[config.mk]
export PLATFORM = sky130hd
export DESIGN_NAME = cpu5_exu
export DESIGN_NICKNAME = d
export VERILOG_FILES = /design/src/rtl/cpu5_exu_pkg.sv /design/src/rtl/cpu5_alu.sv /design/src/rtl/cpu5_exu.sv
export SDC_FILE = /design/constraint.sdc
export NUM_CORES = 1
export LEC_CHECK = 0
export BUFFER_PORTS_ARGS = -buffer_cell sky130_fd_sc_hd__buf_2
export CAP_MARGIN = 5
export CORE_ASPECT_RATIO = 1.2
export CORE_MARGIN = 8
export CORE_UTILIZATION = 50
export DETAILED_ROUTE_END_ITERATION = 8
export PLACE_DENSITY = 0.78
export RECOVER_POWER = 50
export SLEW_MARGIN = 20
export SYNTH_ARGS = -nofsm -noshare
export SYNTH_HDL_FRONTEND = slang
export SYNTH_SLANG_ARGS = --single-unit
[constraint.sdc]
create_clock -name clk -period 3.9 [get_ports clk]
set_input_delay 0.585 -clock clk [delete_from_list [all_inputs] [get_ports clk]]
set_output_delay 0.585 -clock clk [all_outputs]
set_load 0.005 [all_outputs]
[src/rtl/cpu5_exu_pkg.sv]
// cpu5 execute-stage shared definitions: datapath widths and ALU control codes.
// Imported by cpu5_alu and cpu5_exu.
package cpu5_exu_pkg;

  localparam int unsigned CPU5_XLEN             = 32;
  localparam int unsigned CPU5_RD_W             = 5;
  localparam int unsigned CPU5_ALU_CONTROL_SIZE = 3;

  // Codes produced by the ALU control decoder; 011/100/101 are undefined.
  typedef enum logic [CPU5_ALU_CONTROL_SIZE-1:0] {
    CPU5_ALU_AND = 3'b000,
    CPU5_ALU_OR  = 3'b001,
    CPU5_ALU_ADD = 3'b010,
    CPU5_ALU_SUB = 3'b110,
    CPU5_ALU_SLT = 3'b111
  } alu_op_e;

endpackage

[src/rtl/cpu5_alu.sv]
// cpu5 ALU: purely combinational, shared with the branch-compare path.
// Ports:
//   a, b        operands (XLEN)
//   alucontrol  3-bit operation code
//   result      operation result, 0 for undefined codes
//   zero        result == 0
//   illegal     alucontrol is not a defined operation
module cpu5_alu
  import cpu5_exu_pkg::*;
#(
  parameter int unsigned XLEN = CPU5_XLEN
) (
  input  logic [XLEN-1:0]                  a,
  input  logic [XLEN-1:0]                  b,
  input  logic [CPU5_ALU_CONTROL_SIZE-1:0] alucontrol,
  output logic [XLEN-1:0]                  result,
  output logic                             zero,
  output logic                             illegal
);

  // Operation select; undefined codes yield 0 and flag illegal.
  always_comb begin
    result  = '0;
    illegal = 1'b0;
    case (alu_op_e'(alucontrol))
      CPU5_ALU_AND: result = a & b;
      CPU5_ALU_OR:  result = a | b;
      CPU5_ALU_ADD: result = a + b;
      CPU5_ALU_SUB: result = a - b;
      CPU5_ALU_SLT: result = XLEN'($signed(a) < $signed(b));
      default:      illegal = 1'b1;
    endcase
  end

  assign zero = (result == '0);

endmodule

[src/rtl/cpu5_exu.sv]
// cpu5 execute stage: ALU plus EX/MEM register with a 2-entry skid buffer.
// in_ready is a pure register, so MEM back-pressure never reaches upstream
// combinationally.
// Ports:
//   clk, reset         clock, async active-high reset
//   flush              kill all held entries (branch redirect)
//   in_*               upstream entry: valid/ready, alucontrol, operands, rd, regwrite
//   out_*              downstream entry: valid/ready, result, zero, illegal, rd, regwrite
module cpu5_exu
  import cpu5_exu_pkg::*;
#(
  parameter int unsigned XLEN = CPU5_XLEN,
  parameter int unsigned RD_W = CPU5_RD_W
) (
  input  logic                             clk,
  input  logic                             reset,
  input  logic                             flush,
  input  logic                             in_valid,
  output logic                             in_ready,
  input  logic [CPU5_ALU_CONTROL_SIZE-1:0] in_alucontrol,
  input  logic [XLEN-1:0]                  in_srca,
  input  logic [XLEN-1:0]                  in_srcb,
  input  logic [RD_W-1:0]                  in_rd,
  input  logic                             in_regwrite,
  output logic                             out_valid,
  input  logic                             out_ready,
  output logic [XLEN-1:0]                  out_result,
  output logic                             out_zero,
  output logic                             out_illegal,
  output logic [RD_W-1:0]                  out_rd,
  output logic                             out_regwrite
);

  // Width depends on module parameters, so the payload type lives here.
  typedef struct packed {
    logic [XLEN-1:0] result;
    logic            zero;
    logic            illegal;
    logic [RD_W-1:0] rd;
    logic            regwrite;
  } exu_entry_t;

  logic [XLEN-1:0] alu_result;
  logic            alu_zero;
  logic            alu_illegal;
  exu_entry_t      in_entry;
  exu_entry_t      main_q;
  exu_entry_t      skid_q;
  logic            main_valid;
  logic            skid_valid;
  logic            main_valid_n;
  logic            skid_valid_n;
  logic            load_main_in;
  logic            load_main_skid;
  logic            load_skid;
  logic            accept;
  logic            drain;

  cpu5_alu #(.XLEN(XLEN)) u_alu (
    .a          (in_srca),
    .b          (in_srcb),
    .alucontrol (in_alucontrol),
    .result     (alu_result),
    .zero       (alu_zero),
    .illegal    (alu_illegal)
  );

  // Illegal codes never write back.
  always_comb begin
    in_entry.result   = alu_result;
    in_entry.zero     = alu_zero;
    in_entry.illegal  = alu_illegal;
    in_entry.rd       = in_rd;
    in_entry.regwrite = in_regwrite & ~alu_illegal;
  end

  assign accept = in_valid & in_ready & ~flush;
  assign drain  = main_valid & out_ready;

  // Next occupancy and register load selects; flush overrides everything.
  always_comb begin
    main_valid_n   = main_valid;
    skid_valid_n   = skid_valid;
    load_main_in   = 1'b0;
    load_main_skid = 1'b0;
    load_skid      = 1'b0;
    if (flush) begin
      main_valid_n = 1'b0;
      skid_valid_n = 1'b0;
    end else if (drain) begin
      if (skid_valid) begin
        // in_ready is low while skid is full, so no accept can coincide.
        load_main_skid = 1'b1;
        skid_valid_n   = 1'b0;
      end else if (accept) begin
        load_main_in = 1'b1;
      end else begin
        main_valid_n = 1'b0;
      end
    end else if (accept) begin
      if (main_valid) begin
        load_skid    = 1'b1;
        skid_valid_n = 1'b1;
      end else begin
        load_main_in = 1'b1;
        main_valid_n = 1'b1;
      end
    end
  end

  // Occupancy, ready and payload registers.
  always_ff @(posedge clk or posedge reset) begin
    if (reset) begin
      main_valid <= 1'b0;
      skid_valid <= 1'b0;
      in_ready   <= 1'b1;
      main_q     <= '0;
      skid_q     <= '0;
    end else begin
      main_valid <= main_valid_n;
      skid_valid <= skid_valid_n;
      in_ready   <= ~skid_valid_n;
      if (load_main_in) begin
        main_q <= in_entry;
      end else if (load_main_skid) begin
        main_q <= skid_q;
      end
      if (load_skid) begin
        skid_q <= in_entry;
      end
    end
  end

  assign out_valid    = main_valid;
  assign out_result   = main_q.result;
  assign out_zero     = main_q.zero;
  assign out_illegal  = main_q.illegal;
  assign out_rd       = main_q.rd;
  assign out_regwrite = main_q.regwrite;

endmodule

# Word level (Yosys, flattened, before mapping)
# Cells that the tools add are included.
# totals
register_bits	83
# op_classes
bitwise	8
n_lt_le_gt_ge	1
n_mux	26
n_eq_ne	6
n_reduce_logical	6
addsub	2
# op_table
op	n
32-bit one-hot mux with 5 select lines	1
40-bit 2-to-1 mux	2
32-bit adder	1
32-bit bitwise AND	1
32-bit logical NOT	1
32-bit less-than comparator	1
32-bit OR	1
32-bit subtractor	1
1-bit 2-to-1 mux	23
3-bit equality test, second input constant	2
3-bit != test, second input constant	2
5-bit OR reduction	1
1-bit bitwise AND	4
3-bit by 1-bit equality test with 1-bit output, second input constant	1
3-bit by 2-bit equality test with 1-bit output, second input constant	1
3-bit logical NOT	1
3-bit AND reduction	1
3-bit nonzero test	1
1-bit NOT	2
2-bit nonzero test	1

# Logic depth before layout (Yosys ltp)
# Gate-level depths: netlist of the first run.
# logic_depth
ltp_word	7
mapped_depth	15

# By module
# A second synthesis of the first run with hierarchy kept.
# hier_totals
cells_unflattened	1203
area_unflattened_um2	9763.1
# by_module_without_submodules
module	area_each_um2	n_inst	cells_each
cpu5_alu	5676.7	1	875
cpu5_exu	4086.4	1	328

# Worst setup path after synthesis of the first run
# OpenSTA, ideal clock, no wires.
# synth_timing
path_type	input -> register
start	input in_srca[0]
end	register main_q, in the netlist out_zero
path_stages	13
path_slack_ps	243
setup_ps	77
path_buffers	0
arrival_ps	3580
t_required_ps	3823
path_cell_list	ha_1 fa_1 a21o_1 a221oi_2 a211o_1 nor3_1 or3b_1 or4_1 nor4_2 nand4b_1 nor4_1 nand4_1 o21ai_1
# synth_between
elab_chain_len	4
# synth_lines
item	line	rtl
start: declaration	cpu5_exu.sv:21	input logic [XLEN-1:0] in_srca,
32-bit subtractor, or another cell as far along	cpu5_alu.sv:29	CPU5_ALU_SUB: result = a - b;
32-bit one-hot mux with 5 select lines (*)	cpu5_alu.sv:25	case (alu_op_e'(alucontrol))
32-bit logical NOT (*)	cpu5_alu.sv:35	assign zero = (result == '0);
40-bit 2-to-1 mux (*)	cpu5_exu.sv:123	if (load_main_in) begin
end signal: assignment	cpu5_exu.sv:124	main_q <= in_entry;
end signal: assignment	cpu5_exu.sv:126	main_q <= skid_q;
end: declaration	cpu5_exu.sv:47	exu_entry_t main_q;
# Every way passes the cells marked *; elsewhere a longest branch is shown, timed or not.
# A chain may end at the register's enable or synchronous reset.

# Final worst setup path of the first run
# Ends and elaborated chain as after synthesis.

==> run_results.csv, run 1 <==
group,metric,value,unit
outcome,status,"complete, but fails checks",
outcome,violations,"capacitance limit, slew limit",
layout,final_common_cell,"nand2_1",
critical_path,end_kind,"flip-flop",
layout,multi_input_comb_area,6240,sq um
floorplan,dieArea,22500,sq um
place,gp_congestion,0.991,
cts,root_buffer,"clkbuf_16",
floorplan,core_area,17600,sq um
critical_path,cp_num_buf_inv,4,
critical_path,cpMostUsedCell,"inv_1",
layout,postLayoutCoreUtil,61.3,%
detailed_routing,wl_per_cell,18.6,microns
logic_synthesis,synthDistinctLibCells,75,
detailed_routing,vias,9819,
sta,min_period_over_period,93.6,%
logic_synthesis,avgSynthCellArea,7.36,sq um
power_and_ir_drop,power_frac_clock,25.7,%
logic_synthesis,syn_nets,1399,
place,io_buffers,119,
logic_synthesis,syn_inst,1221,
worst_hold_path,hold_path_end,"out_valid",
sta,hold_viol,0,
layout,finalNetCount,1576,
critical_path,slowest_delay,0.42,ns
critical_path,reg2reg_depth,6,
power_and_ir_drop,p_sw,1.25,mW
global_route,antenna_found_initial,0,
global_route,grt_busiest_layer,"met2",
cts,cts_tree,"done",
global_route,grt_max_degree,66,
sta,clock_skew,0.00876,ns
power_and_ir_drop,combPwrFrac,40.8,%
place,hpwl,24400,microns
critical_path,crit_path_cell_trace,"buf_2, inv_1, ha_1, inv_1, fa_1, nand2b_1, buf_4, a2111o_1, a21oi_2, o21ai_0, xor2_1, a221o_1, nor4_1, nand4b_1, nor4_2, nand4_1, o21ai_1",
critical_path,critPathSlowestCell,"a2111o_1",
layout,diodes,0,
global_route,grt_pass1_vias,9560,
cts,insertion_delay,0.34,ns
global_route,use_met3,3.62,%
critical_path,critPathKind,"input pin to flip-flop",
sta,tightest_slew,2.48,ns
layout,area_delta_synth_final,20.0,%
job,cap_violations,1,
worst_hold_path,min_path_type,"input pin to flip-flop",
critical_path,worstPathArrival,3.91,ns
power_and_ir_drop,max-vdd-ir-drop,0.000222,V
worst_hold_path,hold_depth,2,
floorplan,die_x,138,microns
critical_path,cp_data_required_time,4.16,ns
global_route,grt_usage,26.2,%
logic_synthesis,async_flop_share,100,%
critical_path,r2r_end,"out_result[14]",
critical_path,startpoint,"in_srca[0]",
sta,slew_headroom,-66.5,%
global_route,gr-usage-met1,33.3,%
layout,mostFrequentLayoutCells,"nand2_1, buf_4, inv_1",
floorplan,initial_utilization,51.1,%
detailed_routing,via_per_inst,6.05,
sta,rsz0062_at_grt,"no",
global_route,grt_pass1_wl,49300,microns
detailed_routing,drtIter0Drc,945,
critical_path,critPathTopFamily,"compound AO/OA/AOI/OAI gates",
power_and_ir_drop,switching_share,37.0,%
cts,numClockSinks,83,
logic_synthesis,synth-main-ff-cell,"dfrtp_1",
layout,drive_gt1_share,18.5,%
power_and_ir_drop,cellPowerDensity,313,nW/um^2
power_and_ir_drop,intPower,2.12,mW
power_and_ir_drop,totalPowerFinal,3.37,mW
layout,register_area,2080,sq um
sta,fmax,0.274,GHz
detailed_routing,ant_nets,0,
logic_synthesis,ys_warn_count,0,
cts,clockBufferDepth,2,
logic_synthesis,synth_edf_count,0,
detailed_routing,drc_errors,0,
detailed_routing,first_pass_iters,6,
power_and_ir_drop,seq_power_share,33.5,%
cts,postCtsHoldBufs,0,
sta,fin_crit,3.65,ns
floorplan,die_h,163,microns
logic_synthesis,yosys_register_bits,83,
sta,setup_viol,0,
cts,clk_pin_slew_worst_paths,0.06,ns
floorplan,pin_count,120,
cts,cts_made_buffers,9,
logic_synthesis,synth-seq-area-share,23.1,%
critical_path,reg2reg_slack,1.92,ns
logic_synthesis,netlist_area,8980,sq um
power_and_ir_drop,leakagePower,5.31,nW
critical_path,cp-start-kind,"input pin",
layout,num-fill-cells,1633,
floorplan,rows,53,
sta,drv_slew,60,
critical_path,crit_fanout,3,
worst_hold_path,worstHoldStart,"flush",
critical_path,regToRegStartpoint,"out_valid",
global_route,grt_overflow,0,
detailed_routing,wl,30300,microns
global_route,grtUsageMet2,44.3,%
cts,h-tree-depth,3,
-- sequential cells by signal (all words and copies together), names as in the netlist --
name	flops
in_ready	1
out_illegal	1
out_rd	5
out_regwrite	1
out_result	32
out_valid	1
out_zero	1
skid_q	40
skid_valid	1
-- worst register-to-register path, stage by stage, from the launching register on --
cell	delay, ns
dfrtp_1	0.44
nor2b_1	0.17
and3_1	0.19
nor2_1	0.60
buf_4	0.30
a22oi_1	0.09
o21ai_0	0.11
-- what timing repair did --
| action | 4_1_cts | 5_1_grt |
|---|---|---|
| resized for setup | 0 | 3 |
| buffers inserted | 0 | 0 |
| endpoints found under the hold margin | 0 | 0 |
| setup endpoints to repair | 0 | 2 |
-- layout make-up --
cell class / count / area share, %
Clock buffer: 10 / 2.22
Timing Repair Buffer: 241 / 13.7
Tap cell: 220 / 2.55
Clock inverter: 6 / 0.638
Multi-Input combinational cell: 959 / 57.9
Sequential cell: 83 / 19.3
Inverter: 104 / 3.63
-- Yosys cell counts (17+ instances only) --
master	instances	area [sq um]
nand2_1	182	683
inv_1	102	383
ha_1	98	1230
nor2_1	92	345
dfrtp_1	82	2050
a21oi_1	80	400
o21ai_0	79	395
clkbuf_1	63	236
a31oi_1	27	169
mux2i_1	25	250
a211oi_1	24	180
nor2b_1	24	150
nand3_1	23	115
nor3_1	23	115
and3_1	22	138
a22oi_1	19	143
nand4_1	17	106
nor4_1	17	106
-- cell families (layout without fill, tap and decap cells) --
group / after synthesis / after routing / share of synthesized area, %
buffers and inverters: 179 / 361 / 7.58
muxes: 29 / 29 / 3.29
AOI/OAI and AO/OA: 364 / 364 / 26.8
DFF: 83 / 83 / 23.1
adders and majority gates: 100 / 100 / 14.1
and+or+nand+nor: 450 / 450 / 23.5
xor gates and xnor gates: 16 / 16 / 1.56
-- worst max-delay path by stage --
stage	endpoint	slack [ns]	depth (start not counted)
6_report	out_zero	0.25	17
5_1_grt	out_zero	0.01	14
4_1_cts	out_zero	0.19	17
3_5_place_dp	out_zero	-0.15	17
3_3_place_gp	out_zero	-0.02	17
2_1_floorplan	out_zero	0.24	13
-- through the flow --
step | std cells | area [sq um] | TNS [ns] | setup WS, ns | hold slack (ns)
detailed placement | 1607 | 10500 | -0.301 | -0.153 | 0.463
global route | 1623 | 10800 | 0 | 0.0120 | 0.457
CTS | 1623 | 10800 | 0 | 0.189 | 0.432
floorplan | 1221 | 8980 | 0 | 0.243 | 0.446
finish | 1623 | 10800 | 0 | 0.251 | 0.441
global placement | 1607 | 10500 | -0.0224 | -0.0176 | 0.457
-- metal layers --
layer,wire [microns],part of all wire (%)
met2,14300,47
met4,1010,3.3
met3,2230,7.4
met1,12800,42
met5,0,0
-- power groups by stage --
| stage | clock network, mW | registers (mW) | logic (mW) |
|---|---|---|---|
| finish | 0.868 | 1.13 | 1.38 |
| detailed placement | 0 | 1.14 | 1.36 |
| CTS | 0.880 | 1.13 | 1.37 |
| floorplan | 0 | 1.13 | 0.801 |
| global placement | 0 | 1.13 | 1.34 |
| global route | 0.903 | 1.15 | 1.52 |
Note: power is estimated with default switching activity, not from simulation.
==> run 2, diff against run 1 <==
CORE_ASPECT_RATIO = default   (was 1.2)
REMOVE_ABC_BUFFERS = 1   (was default)
==> run_results.csv, run 2 (synthesis gave the netlist of run 1 again) <==
group,metric,value,unit
worst_hold_path,min_path_type,"input pin to flip-flop",
layout,finalNetCount,1550,
cts,clk_pin_slew_worst_paths,0.06,ns
detailed_routing,wl,29800,microns
sta,tightest_slew,1.70,ns
layout,register_area,2080,sq um
layout,area_delta_synth_final,18.3,%
cts,numClockSinks,83,
sta,setup_viol,0,
power_and_ir_drop,totalPowerFinal,3.32,mW
sta,clock_skew,0.00601,ns
floorplan,rows,49,
detailed_routing,drc_errors,0,
critical_path,critPathSlowestCell,"fa_1",
detailed_routing,wl_per_cell,18.6,microns
sta,fin_setup_tns,0,ns
global_route,grt_pass1_vias,9038,
cts,cts_tree,"done",
cts,postCtsHoldBufs,0,
floorplan,initial_utilization,50.5,%
power_and_ir_drop,leakagePower,5.17,nW
place,hpwl,23600,microns
critical_path,critPathKind,"input pin to flip-flop",
critical_path,end_kind,"flip-flop",
place,gp_congestion,0.962,
layout,postLayoutCoreUtil,59.7,%
sta,layout_setup_ws,0.215,ns
critical_path,cp_data_required_time,4.08,ns
job,cap_violations,1,
layout,largest_reg_flops,40,
layout,drive_gt1_share,16.8,%
sta,fmax,0.271,GHz
global_route,use_met3,3.57,%
cts,clockBufferDepth,2,
detailed_routing,first_pass_iters,7,
detailed_routing,ant_nets,0,
power_and_ir_drop,cellPowerDensity,313,nW/um^2
critical_path,crit_fanout,3,
layout,top_register,"skid_q",
global_route,grt_busiest_layer,"met2",
critical_path,crit_path_cell_trace,"buf_2, ha_1, fa_1, a21o_1, buf_4, a311o_1, a21oi_1, o21ai_0, and2_1, o311ai_0, mux2_2, a22oi_1, and3b_1, nand4_1, o21ai_1",
sta,rsz0062_at_grt,"no",
sta,min_period_over_period,94.5,%
floorplan,core_area,17800,sq um
sta,hold_viol,0,
layout,mostFrequentLayoutCells,"nand2_1, inv_1, ha_1",
cts,cts_made_buffers,9,
detailed_routing,drtIter0Drc,965,
global_route,grt_max_degree,66,
global_route,antenna_found_initial,0,
outcome,status,"complete, but fails checks",
sta,slew_headroom,-14.0,%
place,io_buffers,119,
cts,h-tree-depth,3,
power_and_ir_drop,max-vdd-ir-drop,0.000377,V
layout,multi_input_comb_area,6260,sq um
floorplan,die_h,150,microns
critical_path,slowest_delay,0.40,ns
critical_path,worstPathArrival,3.87,ns
global_route,grt_overflow,0,
floorplan,pin_count,120,
global_route,grt_usage,26.2,%
detailed_routing,vias,9798,
floorplan,dieArea,22500,sq um
floorplan,die_x,150,microns
detailed_routing,via_per_inst,6.10,
layout,num-fill-cells,1664,
place,place_ws,-0.0801,ns
global_route,grtUsageMet2,40.5,%
outcome,violations,"capacitance limit, slew limit",
sta,fin_crit,3.68,ns
cts,root_buffer,"clkbuf_16",
global_route,grt_pass1_wl,47800,microns
sta,drv_slew,41,
critical_path,cp-start-kind,"input pin",
cts,insertion_delay,0.33,ns
global_route,gr-usage-met1,37.9,%
layout,final_common_cell,"nand2_1",
run 2: cell types whose count changed in the layout (fill, tap and decap cells not counted), sizes merged:
cell,change
buf,-32
clkbuf,+8
clkinv,+1
diode,+1
inv,-3
run 2: stage by stage:
step	instance area (sq um)	instances	hold slack, ns
2_1_floorplan	8690	1146	0.446
3_3_place_gp	10300	1590	0.457
3_5_place_dp	10300	1590	0.463
4_1_cts	10600	1606	0.341
5_1_grt	10600	1606	0.448
6_report	10600	1607	0.450
run 2: what timing repair did:
| item | CTS | global route |
|---|---|---|
| buffers inserted | 0 | 0 |
| endpoints found under the setup margin | 0 | 2 |
| resized for setup | 0 | 4 |
run 2: worst paths after layout:
check / start / endpoint / slack [ns] / cells past startpoint
worst max-delay path: in_srca[0] / out_zero / 0.22 / 15
worst min-delay path: flush / out_valid / 0.45 / 2
worst max register to register: out_valid / out_result[14] / 1.83 / 7
worst min register to register: skid_q[39] / skid_q[39] / 0.47 / 2
max in group asynchronous: reset / out_rd[1] / 1.55 / 3
min in group asynchronous: reset / out_result[2] / 0.65 / 2
run 2: area by class of cell:
type | instances | area share, %
multi-input cells | 959 | 58.9
flip-flops and latches | 83 | 19.6
repair buffers | 215 | 12.2
inverters | 104 | 3.69
well taps | 229 | 2.70
clock buffers | 12 | 2.51
clock inverters | 4 | 0.448
diodes | 1 | 0.0236
run 2: metal layers:
metal  wire length, microns  up-vias
met5                      0        -
met4                    384        0
met3                   2790       31
met2                  13100      488
met1                  13600     4636
li1                       -     4643
run 2: worst max-delay path: cells and delay by family:
family	cells	cell delay, ns
AO/OA/AOI/OAI	7	1.66
multiplexers	1	0.23
adder cells (fa/ha/maj)	2	0.62
AND/OR/NAND/NOR	3	0.53
buffers and inverters	2	0.24
run 2: report_power, final:
| group | leakage, nW | switching [mW] | internal, mW |
|---|---|---|---|
| Clock | 0.155 | 0.314 | 0.545 |
| Combinational | 3.97 | 0.793 | 0.542 |
| Sequential | 1.05 | 0.0980 | 1.03 |
